==> src/rtl/fetch_pc_unit.sv <==
// Program-counter and instruction-fetch stage: one outstanding imem request,
// valid/ready output buffer towards decode, PC-relative branch and absolute jump redirects.
module fetch_pc_unit #(
    parameter logic [15:0] RESET_PC = 16'h0000,
    parameter logic [15:0] PC_INC   = 16'd2
) (
    input  logic        clk,
    input  logic        reset_n,
    input  logic        br_taken,
    input  logic [15:0] br_base,
    input  logic [15:0] br_offset_sh,
    input  logic        jmp_valid,
    input  logic [15:0] jmp_target,
    output logic        imem_req,
    output logic [15:0] imem_addr,
    input  logic        imem_gnt,
    input  logic        imem_rvalid,
    input  logic [15:0] imem_rdata,
    output logic        inst_valid,
    input  logic        inst_ready,
    output logic [15:0] inst_out,
    output logic [15:0] inst_pc,
    output logic [15:0] pc_out
);

    typedef enum logic {
        FETCH    = 1'b0,
        WAIT_RSP = 1'b1
    } state_t;

    state_t      state, state_n;
    logic [15:0] pc, pc_n;
    logic [15:0] req_pc, req_pc_n;
    logic        discard, discard_n;
    logic        inst_valid_n;
    logic [15:0] inst_out_n;
    logic [15:0] inst_pc_n;

    logic        free;
    logic        redirect;
    logic        capture;
    logic [15:0] br_sum;
    logic [15:0] target;

    assign free      = !inst_valid || inst_ready;
    assign redirect  = jmp_valid || br_taken;
    assign br_sum    = br_base + br_offset_sh;
    assign target    = jmp_valid ? (jmp_target & 16'hFFFE) : (br_sum & 16'hFFFE);

    // Request is gated by reset_n so the bus stays idle while reset is held.
    assign imem_req  = reset_n && (state == FETCH) && free && !redirect;
    assign imem_addr = pc;
    assign pc_out    = pc;

    always_ff @(posedge clk or negedge reset_n) begin
        if (!reset_n) begin
            state      <= FETCH;
            pc         <= RESET_PC;
            req_pc     <= RESET_PC;
            discard    <= 1'b0;
            inst_valid <= 1'b0;
            inst_out   <= '0;
            inst_pc    <= '0;
        end else begin
            state      <= state_n;
            pc         <= pc_n;
            req_pc     <= req_pc_n;
            discard    <= discard_n;
            inst_valid <= inst_valid_n;
            inst_out   <= inst_out_n;
            inst_pc    <= inst_pc_n;
        end
    end

    always_comb begin
        state_n      = state;
        pc_n         = pc;
        req_pc_n     = req_pc;
        discard_n    = discard;
        inst_valid_n = inst_valid;
        inst_out_n   = inst_out;
        inst_pc_n    = inst_pc;
        capture      = 1'b0;

        case (state)
            FETCH: begin
                if (imem_req && imem_gnt) begin
                    state_n  = WAIT_RSP;
                    req_pc_n = pc;
                    pc_n     = pc + PC_INC;
                end
            end
            WAIT_RSP: begin
                if (imem_rvalid) begin
                    state_n   = FETCH;
                    discard_n = 1'b0;
                    capture   = !discard && !redirect;
                end
            end
            default: state_n = FETCH;
        endcase

        if (capture) begin
            inst_valid_n = 1'b1;
            inst_out_n   = imem_rdata;
            inst_pc_n    = req_pc;
        end else if (inst_valid && inst_ready) begin
            inst_valid_n = 1'b0;
        end

        // A redirect squashes the buffer and marks any in-flight response as wrong-path.
        if (redirect) begin
            pc_n         = target;
            inst_valid_n = 1'b0;
            if (state == WAIT_RSP && !imem_rvalid) begin
                discard_n = 1'b1;
            end
        end
    end

endmodule

==> config.mk <==
export PLATFORM = sky130hd
export DESIGN_NAME = fetch_pc_unit
export DESIGN_NICKNAME = d
export VERILOG_FILES = /design/src/rtl/fetch_pc_unit.sv
export SDC_FILE = /design/constraint.sdc
export NUM_CORES = 1
export LEC_CHECK = 0
export CAP_MARGIN = 30
export CORE_AREA = 5 5 87 109
export CTS_BUF_LIST = sky130_fd_sc_hd__clkbuf_4 sky130_fd_sc_hd__clkbuf_8
export DETAILED_ROUTE_END_ITERATION = 8
export DIE_AREA = 0 0 92 114
export PLACE_DENSITY = 0.81
export SLEW_MARGIN = 20
export SYNTH_ARGS = -nofsm -noshare
export SYNTH_HDL_FRONTEND = slang
export SYNTH_SLANG_ARGS = --single-unit
==> constraint.sdc <==
create_clock -name clk -period 2.33 [get_ports clk]
set_input_delay 0.466 -clock clk [delete_from_list [all_inputs] [get_ports clk]]
set_output_delay 0.466 -clock clk [all_outputs]
set_load 0.01 [all_outputs]
==> reports/results.ini, run 1 <==
[clock_tree]
cts_inserted_buffers = 9
cts_sinks = 64
root_buffer = clkbuf_8
cts_tree = done
holdBufCountCts = 0
htree_levels = 3
insertion_delay_ps = 330
clk_path_buf_depth = 2
clkTransAtPathRegs_ps = 60

[die]
io_pins = 137
die-area_um2 = 10500
floorplan.initialDensity = 0.434
row_count = 38
die_width_um = 92
core_area_um2 = 8460
die_y_um = 114

[pwr]
p_leak_nw = 2.43
p_switching_w = 0.000974
pwr-share-clk = 0.207
power.internal_w = 0.00240
pwr-share-seq = 0.442
p_comb_frac = 0.351
switching_share = 0.289
vdd_drop_max_v = 0.000250
p_per_area_nw_per_um2 = 622
finalPower_w = 0.00337

[cells_and_area]
layout.cells.non_filler = 593
fin_nets = 582
drive_gt1_frac = 0.231
areaGrowthSynthToFinish_pct = 47.6
antenna_cells = 0
fin_area_um2 = 5420

[placement]
dp.final_hpwl_um = 7720
preCtsSetupSlack_ps = -574
placed_cells = 583
place_congestion = 0.825
port_buffers = 132
dpl-instance-area_um2 = 5210

[worst_setup_path]
worst-setup-path-type = input port to output port
reg2regPathDepth = 9
cp.arrival_ps = 1720
startpoint_type = input port
critPathMaxFanout = 2
cp.required_ps = 1860
cp-end-kind = output port

[min_path]
min_path_type = input port to asynchronous set/reset pin

[detailed_routing]
postRouteWirelength_um = 9590
route.vias.total = 3113
viasPerCell = 5.25
drtIter0Drc = 88
drc = 0
wl_per_cell_um = 16.2
first_pass_iters = 4
ant_nets = 0

[sta]
finalCriticalPeriod_ps = 2190
setup_slack_ps = 142
slew_violations = 0
hold_slack_ps = 361
max_slew.worst_pin.slew_ps = 784
max_freq_mhz = 457
setup_viol = 0
period_share = 0.939
rsz0062_at_grt = no
fin_skew_ps = 4.46
maxSlewHeadroom = 0.477
hold_violations = 0

[synthesis]
synth.most_common_cell = dfrtp_1
synth_xor_area_frac = 0.0501
synth_top_family_by_area = multiplexers
synth_top_area_share = 0.436
ys_seq_elements = 64
synth.mux.area_fraction = 0.146
synth_async_sr_flop_share = 1.00
netlist_top_cells_count = 64 x dfrtp_1, 43 x mux2_2, 39 x nand2_1, 23 x a21oi_1, 21 x buf_4
synth_edf_count = 0
synth_top_cell_by_area = dfrtp_1
yosysWarnings = 0
synthSimpleGateAreaFrac = 0.133
synth.distinct_cells = 49
synthTopCellsByArea = dfrtp_1 44%, mux2_2 13%, ha_1 5.1%
synthCells = 342
avgSynthCellArea_um2 = 10.7
synth_compound_area_frac = 0.118
ys_seq_area_frac = 0.436
synth_flop_cell = dfrtp_1
synth-adder-area-share = 0.0566
syn-cell-area_um2 = 3670

[job]
cap_violations = 0

[outcome]
status = finished, final reports clean

[grt]
grt-ovfl-total = 0
first_global_vias = 3235
antenna_found_initial = 0
grt_use_total = 0.185
grt_pass1_wl_um = 15500
grt_start_max_net_pins = 65

==> final timing paths <==
kind                           endpoint        from  slack (ps)
setup / recovery               imem_req   jmp_valid         140
hold / removal              inst_out[3]     reset_n         360
setup reg to reg           imem_addr[7]       state         420
hold reg to reg              req_pc[14]  req_pc[14]         480
max in group asynchronous         state     reset_n        1450
min in group clk             req_pc[14]  req_pc[14]         480
==> layout make-up <==
cell class / instances / area, µm²
fill: 671 / 3040
clock buffer: 9 / 124
timing repair buffer: 169 / 1610
tap: 100 / 125
sequential: 64 / 1600
inverter: 7 / 26.3
multi-input combinational: 244 / 1930
==> power groups by stage <==
stage | Clock (W) | Sequential (W) | Combinational (W)
after detailed placement | 0 | 0.00151 | 0.00117
after floorplan | 0 | 0.00155 | 0.000501
after global routing | 0.000754 | 0.00152 | 0.00128
final | 0.000696 | 0.00149 | 0.00118
after global placement | 0 | 0.00149 | 0.00114
after CTS | 0.000719 | 0.00149 | 0.00118
==> through the flow <==
step / util / setup TNS [ps]
after global routing: 0.640 / 0
after CTS: 0.631 / 0
after detailed placement: 0.615 / -8060
final: 0.640 / 0
after floorplan: - / 0
after global placement: 0.615 / -6160
==> flip-flops by register name, indices dropped and copies added (netlist names) <==
| name | count |
|---|---|
| imem_addr | 15 |
| discard | 1 |
| inst_valid | 1 |
| state | 1 |
| inst_out | 16 |
| req_pc | 15 |
| inst_pc | 15 |
==> placed cells by master, fill, tap and decap left out, types with 9 or more instances in the layout <==
cell type	instances
and3_1	9
clkdlybuf4s50_1	121
o21ai_0	10
xnor2_1	10
a21oi_1	21
ha_1	12
mux2_2	43
dfrtp_1	64
buf_4	35
nand2_1	39
xor2_1	11
clkbuf_8	9
==> what timing repair did <==
item / 4_1_cts / 5_1_grt
gates resized for setup: 6 / 20
setup endpoints to repair: 5 / 7
setup buffers: 1 / 0
pin swaps: 4 / 9
==> worst max-delay path, cell delays in order <==
cell	delay [ps]
clkdlybuf4s50_1	490
nor4b_4	320
and2_1	150
dlygate4sd2_1	290
==> per-layer routing <==
metal / track usage / part of all wire / vias up
met5: 0 / 0 / -
met4: 0.0813 / 0.022 / 0
met3: 0.0356 / 0.054 / 16
met2: 0.349 / 0.54 / 93
met1: 0.199 / 0.38 / 1500
li1: - / - / 1504
==> kinds of logic (layout without fill, tap and decap cells) <==
family	Yosys count	in the layout
DFF	64	64
AOI/OAI and AO/OA	64	64
and+or+nand+nor	92	92
adders and majority gates	16	16
buffers and inverters	36	185
muxes	48	48
xor gates and xnor gates	21	21
other	1	3
Note: power is estimated with default switching activity, not from simulation.
==> run 2, diff against run 1 <==
--- a/config.mk
+++ b/config.mk
@@ -6,10 +6,10 @@
 export NUM_CORES = 1
 export LEC_CHECK = 0
 export CAP_MARGIN = 30
-export CORE_AREA = 5 5 87 109
+export CORE_AREA = 2 2 84 106
 export CTS_BUF_LIST = sky130_fd_sc_hd__clkbuf_4 sky130_fd_sc_hd__clkbuf_8
 export DETAILED_ROUTE_END_ITERATION = 8
-export DIE_AREA = 0 0 92 114
+export DIE_AREA = 0 0 86 108
 export PLACE_DENSITY = 0.81
 export SLEW_MARGIN = 20
 export SYNTH_ARGS = -nofsm -noshare
==> run 2 against run 1 <==
Effect of this change:
- utilization up 2.7 points
- worst hold slack got worse by 6.0 ps
- critical endpoint is now imem_addr[8]
- largest power group unchanged
- final area grew 0.90%
- highest routed layer unchanged
- critical path type is now input port to register
- clock power is 32% higher
- clock skew is 2.4 ps higher
- worst setup slack got worse by 72 ps
==> reports/results.ini, run 2 (synthesis results as in run 1) <==
[worst_setup_path]
crit_path_cell_trace = clkdlybuf4s50_1, ha_4, a21o_1, a221oi_2, buf_4, buf_4, buf_4, o21ai_0, xnor2_1, a221oi_2
worst-setup-path-type = input port to register
reg2regPathDepth = 8  ; -1
crit_top_cell = buf_4
startpoint_type = input port
cp.arrival_ps = 2500  ; +780 ps
cp-end-kind = register
cp.required_ps = 2570  ; +710 ps
slowest_delay_ps = 500  ; about the same
critPathMaxFanout = 3  ; +1
cp_slowest_cell = clkdlybuf4s50_1

[clock_tree]
clk_path_buf_depth = 2  ; unchanged
holdBufCountCts = 0  ; unchanged
insertion_delay_ps = 340  ; about the same
htree_levels = 3  ; unchanged
clkTransAtPathRegs_ps = 70  ; about the same
cts_sinks = 64  ; unchanged
root_buffer = clkbuf_8
cts_tree = done
cts_inserted_buffers = 9  ; unchanged

[detailed_routing]
drtIter0Drc = 117  ; +33%
viasPerCell = 5.30  ; +0.87%
wl_per_cell_um = 15.4  ; -4.7%
postRouteWirelength_um = 9250  ; -3.5%
first_pass_iters = 4  ; unchanged
drc = 0  ; unchanged
route.vias.total = 3177  ; +2.1%
ant_nets = 0  ; unchanged

[outcome]
status = finished, final reports clean

[die]
core_area_um2 = 8190  ; -3.2%
floorplan.initialDensity = 0.448  ; +0.0142
die_y_um = 108  ; -5.3%
row_count = 37  ; -2.6%
die_width_um = 86  ; -6.5%
io_pins = 137  ; unchanged
die-area_um2 = 9290  ; -11%

[sta]
fin_skew_ps = 6.89  ; +2.44 ps
finalCriticalPeriod_ps = 2260  ; +72.4 ps
hold_violations = 0  ; unchanged
max_slew.worst_pin.slew_ps = 783  ; -0.532 ps
setup_viol = 0  ; unchanged
slew_violations = 0  ; unchanged
maxSlewHeadroom = 0.478  ; about the same
period_share = 0.970  ; +0.0311
max_freq_mhz = 442  ; -3.2%

[grt]
grt-ovfl-total = 0  ; unchanged
grt_pass1_wl_um = 15000  ; -3.0%
antenna_found_initial = 0  ; unchanged
first_global_vias = 3219  ; -0.49%
grt_use_total = 0.205  ; +0.0194
grt_start_max_net_pins = 65  ; unchanged

[placement]
placed_cells = 580  ; -0.51%
dp.final_hpwl_um = 7180  ; -6.9%
place_congestion = 0.883  ; +7.1%
port_buffers = 132  ; unchanged

[cells_and_area]
layout.cells.non_filler = 600  ; +1.2%
layout_common_cells = 125 x clkdlybuf4s50_1, 64 x dfrtp_1, 43 x mux2_2, 39 x nand2_1, 39 x buf_4
fin_util = 0.667  ; +0.0270
fin_nets = 585  ; +0.52%
drive_gt1_frac = 0.237  ; +0.00534
largest_reg_flops = 16  ; unchanged
antenna_cells = 0  ; unchanged
top_register = inst_out
layout_commonest_cell = clkdlybuf4s50_1
areaGrowthSynthToFinish_pct = 48.9

[job]
cap_violations = 0  ; unchanged

[pwr]
pwr-share-seq = 0.416  ; -0.026
switching_share = 0.288  ; -0.000898
p_switching_w = 0.00103  ; +6.1%
p_per_area_nw_per_um2 = 656  ; +5.5%
power.internal_w = 0.00255  ; +6.6%
pwr-share-clk = 0.256  ; +0.049
p_leak_nw = 2.44  ; +0.33%
vdd_drop_max_v = 0.000304  ; +22%
p_comb_frac = 0.328  ; -0.023

[min_path]
min_path_type = input port to asynchronous set/reset pin

[run 2: changes by cell type in the layout (fill, tap and decap cells not counted), moves of 2 or more]
cell             previous run  this run
buf_4                      35        39
clkbuf_2                    2         0
clkdlybuf4s50_1           121       125
clkinv_2                    0         3
clkinvlp_4                  0         2
dlymetal6s2s_1              6         2
[run 2: final timing paths]
path                                  from       endpoint  slack, ps
worst min register to register  req_pc[14]     req_pc[14]        470
max in group asynchronous          reset_n  imem_addr[13]       1450
worst max register to register       state  imem_addr[13]        400
worst min-delay path               reset_n     inst_pc[3]        360
min in group clk                req_pc[14]     req_pc[14]        470
worst max-delay path            br_base[4]   imem_addr[8]         70
[run 2: through the flow]
stage | worst slack (ps) | TNS [ps] | hold WS [ps] | cell area [µm²] | power [W]
detailed placement | -599 | -6320 | 460 | 5200 | 0.00267
global placement | -473 | -5100 | 452 | 5200 | 0.00262
global route | -6.44 | -6.44 | 412 | 5470 | 0.00379
floorplan | 11.4 | 0 | 170 | 3680 | 0.00205
finish | 69.6 | 0 | 355 | 5470 | 0.00359
CTS | 19.6 | 0 | 386 | 5420 | 0.00360
[run 2: what timing repair did]
action / in CTS / in global routing
gates resized for setup: 6 / 8
setup endpoints to repair: 5 / 6
pin swaps: 7 / 10
setup buffers: 3 / 1
[run 2: power groups by stage]
stage          registers [W]  clock network, W  logic, W
6_report             0.00149          0.000919   0.00117
3_5_place_dp         0.00151                 0   0.00116
3_3_place_gp         0.00150                 0   0.00113
4_1_cts              0.00149          0.000939   0.00117
5_1_grt              0.00153          0.000994   0.00127
2_1_floorplan        0.00155                 0  0.000501
[run 2: routing by layer]
metal / share of wire / routed length, µm / global-route usage / up-vias
met1: 0.40 / 3740 / 0.235 / 1509
met4: 0.018 / 169 / 0.0726 / 0
met5: 0 / 0 / 0 / -
met3: 0.063 / 587 / 0.0504 / 17
li1: - / - / - / 1526
met2: 0.51 / 4760 / 0.367 / 125
[run 2: layout make-up]
class                   instances  area (µm²)
clock buffers                  10         131
multi-input cells             244        1900
clock inverters                 6        60.1
repair buffers                172        1630
flip-flops and latches         64        1600
well taps                      97         121
inverters                       7        26.3
fillers                       614        2730
[run 2: critical path: cells and delay by family]
kind	cells	cell delay, ps
AOI/OAI and AO/OA	4	820
xor gates and xnor gates	1	150
adders and majority gates	1	210
buffers and inverters	4	850
==> run 3, diff against run 2 <==
--- a/config.mk
+++ b/config.mk
@@ -5,9 +5,10 @@
 export SDC_FILE = /design/constraint.sdc
 export NUM_CORES = 1
 export LEC_CHECK = 0
-export CAP_MARGIN = 30
+export CAP_MARGIN = 10
 export CORE_AREA = 2 2 84 106
 export CTS_BUF_LIST = sky130_fd_sc_hd__clkbuf_4 sky130_fd_sc_hd__clkbuf_8
+export CTS_CLUSTER_DIAMETER = 30
 export DETAILED_ROUTE_END_ITERATION = 8
 export DIE_AREA = 0 0 86 108
 export PLACE_DENSITY = 0.81
==> results of run 3 <==
The final DEF is identical to that of run 2; final timing and power are the same.
